===== src/rtl/step_pkg.sv =====
// Shared types and widths for the step tracker slice.
// Holds the FSM state enum, output widths and the default clock rate.
package step_pkg;

   typedef enum logic [1:0] {
      IDLE  = 2'd0,
      RUN   = 2'd1,
      PAUSE = 2'd2
   } state_t;

   localparam int STEP_W = 14;
   localparam int RATE_W = 8;
   localparam int DIST_W = 4;
   localparam int CLK_HZ_DEFAULT = 100_000_000;

   // Add one step to a window accumulator, sticking at all-ones.
   function automatic logic [RATE_W-1:0] sat_inc(
      input logic [RATE_W-1:0] v,
      input logic              inc
   );
      return (inc && (v != '1)) ? v + RATE_W'(1) : v;
   endfunction

endpackage


===== src/rtl/step_tracker_if.sv =====
// Step-pulse link from the pulse generator to the tracker.
// master: pulse generator (drives pulse, pulsestart); slave: tracker.
interface step_tracker_if;

   logic pulse;
   logic pulsestart;

   modport master (
      output pulse,
      output pulsestart
   );

   modport slave (
      input pulse,
      input pulsestart
   );

endinterface


===== src/rtl/step_tracker_sec_timer.sv =====
// One-second window timer: counts 0..CLK_HZ-1 while enabled.
// Ports: clk, reset (async high), en, clr (sync), tick (end-of-window strobe).
module sec_timer
   import step_pkg::*;
#(
   parameter int CLK_HZ = CLK_HZ_DEFAULT
) (
   input  logic clk,
   input  logic reset,
   input  logic en,
   input  logic clr,
   output logic tick
);

   localparam int CW = (CLK_HZ > 1) ? $clog2(CLK_HZ) : 1;
   localparam logic [CW-1:0] LAST = CW'(CLK_HZ - 1);

   logic [CW-1:0] cnt;

   // Strobe is high during the last cycle of the window so the
   // owner can close the window on the same edge the count wraps.
   assign tick = en & ~clr & (cnt == LAST);

   always_ff @(posedge clk or posedge reset) begin
      if (reset) begin
         cnt <= '0;
      end else if (clr) begin
         cnt <= '0;
      end else if (en) begin
         cnt <= (cnt == LAST) ? '0 : cnt + CW'(1);
      end
   end

endmodule


===== src/rtl/step_tracker.sv =====
// Step tracker: counts steps, distance, steps/second and active seconds.
// Ports: clk, reset (async high), pg (step_tracker_if.slave), clr (sync),
//   step_count, distance, rate, active_secs, sec_tick, overflow.
// Build option: define STEP_SATURATE_EN to saturate step_count at
//   STEP_MAX with a sticky overflow flag; otherwise step_count wraps.
module step_tracker
   import step_pkg::*;
#(
   parameter int CLK_HZ              = CLK_HZ_DEFAULT,
   parameter int STEP_MAX            = 9999,
   parameter int STEPS_PER_HALF_MILE = 1024,
   parameter int ACTIVE_RATE         = 32
) (
   input  logic              clk,
   input  logic              reset,
   step_tracker_if.slave     pg,
   input  logic              clr,
   output logic [STEP_W-1:0] step_count,
   output logic [DIST_W-1:0] distance,
   output logic [RATE_W-1:0] rate,
   output logic [RATE_W-1:0] active_secs,
   output logic              sec_tick,
   output logic              overflow
);

   localparam int SHIFT = $clog2(STEPS_PER_HALF_MILE);
   localparam logic [STEP_W-1:0] SMAX = STEP_W'(STEP_MAX);
   localparam logic [RATE_W-1:0] ACT_TH = RATE_W'(ACTIVE_RATE);

   state_t            state;
   logic              pulse_q;
   logic              run;
   logic              step;
   logic              tmr_clr;
   logic [RATE_W-1:0] rate_acc;
   logic [RATE_W-1:0] rate_sum;

   assign run      = (state == RUN);
   assign step     = run & pg.pulse & ~pulse_q;
   assign tmr_clr  = clr | (state == IDLE);
   // Window total including a step landing on the tick cycle.
   assign rate_sum = sat_inc(rate_acc, step);
   assign distance = DIST_W'(step_count >> SHIFT);

   sec_timer #(
      .CLK_HZ (CLK_HZ)
   ) u_timer (
      .clk   (clk),
      .reset (reset),
      .en    (run),
      .clr   (tmr_clr),
      .tick  (sec_tick)
   );

`ifndef STEP_SATURATE_EN
   assign overflow = 1'b0;
`endif

   always_ff @(posedge clk or posedge reset) begin
      if (reset) begin
         state       <= IDLE;
         pulse_q     <= 1'b0;
         step_count  <= '0;
         rate        <= '0;
         rate_acc    <= '0;
         active_secs <= '0;
`ifdef STEP_SATURATE_EN
         overflow    <= 1'b0;
`endif
      end else if (clr) begin
         state       <= IDLE;
         pulse_q     <= 1'b0;
         step_count  <= '0;
         rate        <= '0;
         rate_acc    <= '0;
         active_secs <= '0;
`ifdef STEP_SATURATE_EN
         overflow    <= 1'b0;
`endif
      end else begin
         pulse_q <= pg.pulse;

         unique case (state)
            IDLE:    if (pg.pulsestart) state <= RUN;
            RUN:     if (!pg.pulsestart) state <= PAUSE;
            PAUSE:   if (pg.pulsestart) state <= RUN;
            default: state <= IDLE;
         endcase

         if (step) begin
`ifdef STEP_SATURATE_EN
            if (step_count == SMAX) overflow <= 1'b1;
            else step_count <= step_count + STEP_W'(1);
`else
            step_count <= (step_count == SMAX) ?
               '0 : step_count + STEP_W'(1);
`endif
         end

         if (sec_tick) begin
            rate     <= rate_sum;
            rate_acc <= '0;
            if ((rate_sum >= ACT_TH) && (active_secs != '1))
               active_secs <= active_secs + RATE_W'(1);
         end else if (run) begin
            rate_acc <= rate_sum;
         end
      end
   end

endmodule


===== src/flat_wrapper.sv =====
// flat-port wrapper written by rule: the top's interface ports become plain ports
module step_tracker_flat import step_pkg::*;
#(
   parameter int CLK_HZ              = CLK_HZ_DEFAULT,
   parameter int STEP_MAX            = 9999,
   parameter int STEPS_PER_HALF_MILE = 1024,
   parameter int ACTIVE_RATE         = 32
)
  (clk, reset, clr, step_count, distance, rate, active_secs, sec_tick, overflow, pg_pulse, pg_pulsestart);
  step_tracker_if pg_i ();
  input  logic clk;
  input  logic reset;
  input  logic clr;
  output logic [STEP_W-1:0] step_count;
  output logic [DIST_W-1:0] distance;
  output logic [RATE_W-1:0] rate;
  output logic [RATE_W-1:0] active_secs;
  output logic sec_tick;
  output logic overflow;
  input wire logic [$bits(pg_i.pulse)-1:0] pg_pulse;
  input wire logic [$bits(pg_i.pulsestart)-1:0] pg_pulsestart;
  assign pg_i.pulse = pg_pulse;
  assign pg_i.pulsestart = pg_pulsestart;
  step_tracker #(.CLK_HZ(CLK_HZ), .STEP_MAX(STEP_MAX), .STEPS_PER_HALF_MILE(STEPS_PER_HALF_MILE), .ACTIVE_RATE(ACTIVE_RATE)) u_core (.clk(clk), .reset(reset), .pg(pg_i), .clr(clr), .step_count(step_count), .distance(distance), .rate(rate), .active_secs(active_secs), .sec_tick(sec_tick), .overflow(overflow));
endmodule

===== config.mk =====
export PLATFORM = sky130hd
export DESIGN_NAME = step_tracker_flat
export DESIGN_NICKNAME = d
export VERILOG_FILES = /design/src/rtl/step_pkg.sv /design/src/rtl/step_tracker_if.sv /design/src/rtl/step_tracker_sec_timer.sv /design/src/rtl/step_tracker.sv /design/src/flat_wrapper.sv
export SDC_FILE = /design/constraint.sdc
export NUM_CORES = 1
export LEC_CHECK = 0
export CAP_MARGIN = 5
export CORE_MARGIN = 3
export CORE_UTILIZATION = 40
export DETAILED_ROUTE_END_ITERATION = 10
export GPL_ROUTABILITY_DRIVEN = 1
export PLACE_DENSITY_LB_ADDON = 0.3
export REMOVE_ABC_BUFFERS = 1
export SETUP_SLACK_MARGIN = 0.15
export SYNTH_ARGS = -nofsm -noshare
export SYNTH_HDL_FRONTEND = slang
export SYNTH_SLANG_ARGS = --single-unit

===== constraint.sdc =====
create_clock -name clk -period 4.64 [get_ports clk]
set_clock_uncertainty 0.05 [all_clocks]
set_input_delay 0.928 -clock clk [delete_from_list [all_inputs] [get_ports clk]]
set_output_delay 0.928 -clock clk [all_outputs]
set_load 0.03 [all_outputs]

==> impl_metrics.csv, run 1 <==
group,metric,value,unit
run_status,status,"finished clean",
die,rows,34,
detailed_routing,drc,0,
cts,cts.sinks,68,
global_route,grt_pass1_vias,3242,
power,powerDensity,259,nW/um^2
sta,fin_crit,3.92,ns
cts,htree_levels,3,
placement,gp_congestion,0.841,
setup_path,cp-start-kind,"input port",
synthesis,ys_seq_area_frac,0.446,
sta,clock.fmax,0.255,GHz
global_route,grt.total_usage,0.175,
cts,cts_tree,"yes",
setup_path,crit_path_end_kind,"output pin",
global_route,grt_pass1_wl,15800,um
setup_path,cp.arrival,2.94,ns
power,p_leak,1.77,nW
power,peakVddDrop,0.129,mV
synthesis,yosys.area.top_type,"dfrtp_1",
synthesis,synth_flop_cell,"dfrtp_1",
detailed_routing,routed_wl,8930,um
setup_path,rr_startpoint,"u_core.u_timer.cnt[9]$_DFFE_PP0P_",
cts,clk_pin_slew,0.07,ns
setup_path,rr_worst_depth,5,
cells_and_area,drive_gt1_frac,0.0647,
detailed_routing,vias_per_cell,5.66,
setup_path,startpoint,"clr",
detailed_routing,final_antenna_net_count,0,
setup_path,worstReg2RegEnd,"u_core.active_secs[5]$_DFFE_PP0P_",
die,die_w,104,um
setup_path,cp.required,3.66,ns
synthesis,synth_area_per_cell,8.88,sq um
synthesis,yosysMostFrequentCell,"dfrtp_1",
setup_path,crit_fanout,6,
cells_and_area,antenna_cells,0,
setup_path,critPathCapture,"sec_tick",
synthesis,netlist_instances,429,
job,drv_cap,0,
sta,setup-violations-final,0,
die,die_h,104,um
detailed_routing,drt-pass1-iter-count,4,
global_route,grt_max_degree,45,
die,io_pins,41,
cts,post_cts_resize_count,0,
cells_and_area,finalNetCount,468,
global_route,grt.overflow.total,0,
cells_and_area,synthToLayoutAreaGrowth,18.0,%
cts,root_buffer,"clkbuf_8",
cts,clock_path_buffers,2,
synthesis,ys_ff_latch,68,
sta,rsz0062_at_grt,"false",
cts,cts_buffers,9,
synthesis,async_reset_ff_frac,1.00,
synthesis,synth_top_area_share,0.446,
detailed_routing,wl_per_cell,15.1,um
sta,post-route-period-util,0.845,
synthesis,synthDistinctLibCells,55,
setup_path,reg2reg_slack,1.54,ns
global_route,antenna_found_initial,0,
synthesis,synth_area,3810,sq um
cts,post-cts-setup-buffers,0,
synthesis,synth_edf_count,0,
detailed_routing,drt_iter0_markers,198,
placement,numPortBuffers,39,
sta,hold_viol_final,0,
sta,hold_slack,0.448,ns
setup_path,critPathKind,"input port to output pin",
placement,dp_hpwl,6150,um
detailed_routing,vias,3338,
synthesis,yosys-top-cells-area,"dfrtp_1, nand3_1, o21ai_0, xor2_1, a21oi_1",
synthesis,ys_warn_count,0,
hold_path,hold_class,"register to register",
cts,clkLatencyLatePin,0.34,ns
sta,slew_violations,0,
sta,tightest_slew,0.860,ns
die,die_area,10700,sq um
synthesis,synth_commonest_cells,"dfrtp_1, nand3_1, o21ai_0",
cts,hold_buffers,0,
sta,max_slew_margin,0.427,
sta,setup_tns,0,ns
die,core_area,8980,sq um
die,start_util,0.425,
==> stage by stage <==
stage / power (mW) / util / worst slack [ns] / std cells / cell area, sq um
2_1_floorplan: 0.642 / - / 1.63 / 403 / 3690
3_3_place_gp: 0.663 / 0.478 / 0.720 / 574 / 4290
3_5_place_dp: 0.665 / 0.478 / 0.719 / 574 / 4290
4_1_cts: 1.18 / 0.501 / 0.706 / 590 / 4500
5_1_grt: 1.22 / 0.501 / 0.594 / 590 / 4500
6_report: 1.16 / 0.501 / 0.718 / 590 / 4500
==> final cells by class <==
| type | count | area (sq um) |
|---|---|---|
| sequential | 68 | 1700 |
| clock buffer | 10 | 138 |
| multi-input combinational | 320 | 1940 |
| clock inverter | 6 | 72.6 |
| fill | 825 | 4480 |
| timing repair buffer | 45 | 435 |
| inverter | 15 | 56.3 |
| tap | 126 | 158 |
==> routing by layer <==
| layer | global-route usage | vias to the layer above | routed length [um] |
|---|---|---|---|
| met5 | 0 | - | 0 |
| met4 | 0.0551 | 0 | 90 |
| met3 | 0.0336 | 10 | 327 |
| met2 | 0.282 | 78 | 4160 |
| met1 | 0.240 | 1622 | 4350 |
| li1 | - | 1628 | - |
==> how the worst min path moves through the flow <==
| stage | end | from | cells past startpoint |
|---|---|---|---|
| global placement | u_core.rate[4]$_DFFE_PP0P_ | u_core.rate[4]$_DFFE_PP0P_ | 2 |
| CTS | u_core.rate[0]$_DFFE_PP0P_ | u_core.rate[0]$_DFFE_PP0P_ | 2 |
| floorplan | u_core.u_timer.cnt[7]$_DFFE_PP0P_ | u_core.u_timer.cnt[7]$_DFFE_PP0P_ | 1 |
| finish | u_core.rate[0]$_DFFE_PP0P_ | u_core.rate[0]$_DFFE_PP0P_ | 2 |
| detailed placement | u_core.rate[0]$_DFFE_PP0P_ | u_core.rate[0]$_DFFE_PP0P_ | 2 |
| global route | u_core.rate[2]$_DFFE_PP0P_ | u_core.rate[2]$_DFFE_PP0P_ | 2 |
==> cells by family (layout without fill, tap and decap cells) <==
family                   Yosys count  in the layout  synth area share
multiplexers                       9              9            0.0240
XOR/XNOR                          21             21            0.0483
AND/OR/NAND/NOR                  197            197             0.286
AO/OA/AOI/OAI                     88             88             0.135
buffers and inverters             41             76            0.0456
adder cells (fa/ha/maj)            4              4            0.0131
flip-flops                        68             68             0.446
other                              1              1          0.000984
==> sequential cells by signal, indices dropped and copies added, names as in the netlist <==
signal              count
u_core.step_count      14
u_core.pulse_q          1
u_core.rate             8
u_core.active_secs      8
u_core.state            2
u_core.rate_acc         8
u_core.u_timer.cnt     27
==> worst max-delay path, stage by stage <==
cell,delay [ns]
clkdlybuf4s50_1,0.44
or3b_1,0.46
nor3_1,0.21
and3b_1,0.22
clkdlybuf4s50_1,0.68
==> power breakdown <==
| part | internal [mW] | switching (mW) | leakage, nW | total [mW] |
|---|---|---|---|---|
| Clock | 0.268 | 0.245 | 0.103 | 0.513 |
| Combinational | 0.0145 | 0.0399 | 0.723 | 0.0544 |
| Sequential | 0.594 | 0.00334 | 0.947 | 0.598 |
| Total | 0.876 | 0.288 | 1.77 | 1.16 |
==> placed cells by master, fill, tap and decap left out, drive strengths merged, types with 2 or more instances in the layout <==
cell type      instances
a21oi                 26
nor3                  10
xnor2                  6
o21ai                 38
clkbuf                10
clkdlybuf4s50         39
nor4                   4
nand2                 34
nor2                  31
mux2i                  8
or4                    9
ha                     4
or2                    2
nand4                 15
dfrtp                 68
inv                   16
o31ai                  5
nand3                 41
nor2b                  5
clkinv                 3
nand4b                 3
or3b                   2
and2                   2
o211ai                 2
a31o                   2
a21o                   3
and3                  13
xor2                  15
a22o                   3
buf                    6
or3                   10
and4                   6
Note: power is estimated with default switching activity, not from simulation.
==> run 2, diff against run 1 <==
clock period = 3.7 ns   (was 4.64 ns; I/O delays follow)
==> run 2 against run 1 <==
Net effect: clock-buffer cell count stayed put; combinational power is 24% higher; via count is 0.99% higher; first-iteration DRC count is 11% lower; final cell count stayed put; sequential power is 25% higher; worst setup slack worse by 0.11 ns; worst hold slack hardly changed; cell area is 1.1% lower; register-to-register slack worse by 0.72 ns; largest cell class unchanged; critical path depth stayed put; routed wire length is 0.64% higher.
==> impl_metrics.csv, run 2 (same netlist as run 1, synthesis figures left out) <==
group,metric,value,unit
run_status,status,"finished clean",
global_route,grt_pass1_wl,15700,um
power,seq_power_share,0.562,
die,die_h,104,um
cells_and_area,final_util,0.496,
cells_and_area,final_common_cell,"dfrtp_1",
cts,root_buffer,"clkbuf_8",
cts,post_cts_resize_count,0,
cts,clock_path_buffers,2,
global_route,antenna_found_initial,0,
sta,clock.fmax,0.323,GHz
power,combinationalPowerShare,0.051,
detailed_routing,drc,0,
setup_path,crit_path_max_incr_delay,0.47,ns
sta,setup-violations-final,0,
die,core_area,8980,sq um
die,io_pins,41,
die,rows,34,
power,switching_share,0.251,
setup_path,critPathKind,"input port to output pin",
cells_and_area,final_cell_mix,"dfrtp_1, nand3_1, clkdlybuf4s50_1",
power,p_sw,336,uW
cells_and_area,largest_register,"u_core.u_timer.cnt",
power,powerDensity,300,nW/um^2
sta,fin_crit,3.10,ns
cts,cts.sinks,68,
setup_path,crit_fanout,6,
cts,clkLatencyLatePin,0.34,ns
cells_and_area,largest_reg_flops,27,
setup_path,worstPathCellList,"clkdlybuf4s50_1 > or3b_1 > nor3_1 > and3b_1 > buf_4",
sta,tightest_slew,0.865,ns
detailed_routing,final_antenna_net_count,0,
cells_and_area,fill_cells,850,
sta,max_slew_margin,0.424,
die,die_area,10700,sq um
power,peakVddDrop,0.211,mV
placement,gp_congestion,0.842,
die,die_w,104,um
detailed_routing,drt_iter0_markers,176,
detailed_routing,vias_per_cell,5.71,
cts,htree_levels,3,
cells_and_area,reg_top3,"u_core.u_timer.cnt: 27 flops, u_core.step_count: 14 flops",
detailed_routing,drt-pass1-iter-count,5,
detailed_routing,vias,3371,
cells_and_area,synthToLayoutAreaGrowth,16.7,%
cells_and_area,drive_gt1_frac,0.0647,
placement,numPortBuffers,39,
job,drv_cap,0,
setup_path,cp.arrival,2.31,ns
placement,dp_hpwl,6080,um
sta,setup_tns,0,ns
cts,cts_buffers,9,
global_route,grt_max_degree,69,
cts,post-cts-setup-buffers,0,
cells_and_area,antenna_cells,0,
cts,cts_tree,"yes",
detailed_routing,routed_wl,8990,um
global_route,grt_pass1_vias,3208,
power,internal_power,1000,uW
sta,rsz0062_at_grt,"false",
die,start_util,0.425,
setup_path,cp_slowest_cell,"or3b_1",
power,p_leak,1.75,nW
cts,clk_pin_slew,0.07,ns
placement,dpl_cell_area,4290,sq um
sta,post-route-period-util,0.837,
hold_path,hold_class,"register to register",
sta,hold_viol_final,0,
global_route,grt.overflow.total,0,
setup_path,cp-start-kind,"input port",
setup_path,cp.required,2.91,ns
cells_and_area,finalNetCount,469,
power,p_clk_frac,0.388,
sta,slew_violations,0,
cells_and_area,design_area,4450,sq um
global_route,grt.total_usage,0.174,
setup_path,crit_path_end_kind,"output pin",
detailed_routing,wl_per_cell,15.2,um
cts,hold_buffers,0,
[run 2: routing by layer]
metal	vias to the layer above	routed length, um	GRT usage
met2	101	4240	0.274
met4	0	106	0.0750
met3	6	363	0.0299
li1	1620	-	-
met1	1644	4280	0.238
met5	-	0	0
[run 2: cell type report]
type	instances	area, sq um	share of cell area
Clock buffer	10	128	0.0287
Clock inverter	5	30.0	0.00675
Inverter	15	56.3	0.0127
Multi-Input combinational cell	320	1940	0.435
Sequential cell	68	1700	0.382
Tap cell	126	158	0.0354
Timing Repair Buffer	46	440	0.0990
[run 2: power by group through the flow]
stage / Combinational, mW / Sequential, mW / Clock (mW)
2_1_floorplan: 0.0402 / 0.764 / 0
4_1_cts: 0.0691 / 0.750 / 0.533
6_report: 0.0676 / 0.750 / 0.518
3_3_place_gp: 0.0680 / 0.764 / 0
3_5_place_dp: 0.0688 / 0.764 / 0
5_1_grt: 0.0766 / 0.751 / 0.569
[run 2: worst paths after layout]
path,from,endpoint,slack [ns],depth (start not counted)
worst max-delay path,clr,sec_tick,0.60,5
worst min-delay path,u_core.rate[3]$_DFFE_PP0P_,u_core.rate[3]$_DFFE_PP0P_,0.45,2
worst max register to register,u_core.u_timer.cnt[9]$_DFFE_PP0P_,u_core.active_secs[3]$_DFFE_PP0P_,0.82,5
worst min register to register,u_core.rate[3]$_DFFE_PP0P_,u_core.rate[3]$_DFFE_PP0P_,0.45,2
max in group asynchronous,reset,u_core.u_timer.cnt[24]$_DFFE_PP0P_,2.12,3
min in group asynchronous,reset,u_core.u_timer.cnt[2]$_DFFE_PP0P_,0.92,3
[run 2: worst max-delay path: cells and delay by family]
kind	cells	cell delay, ns
AND/OR/NAND/NOR	3	0.93
buffers and inverters	2	0.64
[run 2: stage by stage]
step                power [mW]  instances  setup slack, ns  hold slack, ns
floorplan                0.805        403            0.793           0.446
global route              1.40        590            0.539           0.474
detailed placement       0.833        575            0.524           0.439
finish                    1.34        590            0.604           0.449
global placement         0.832        575            0.602           0.433
CTS                       1.35        590            0.615           0.455
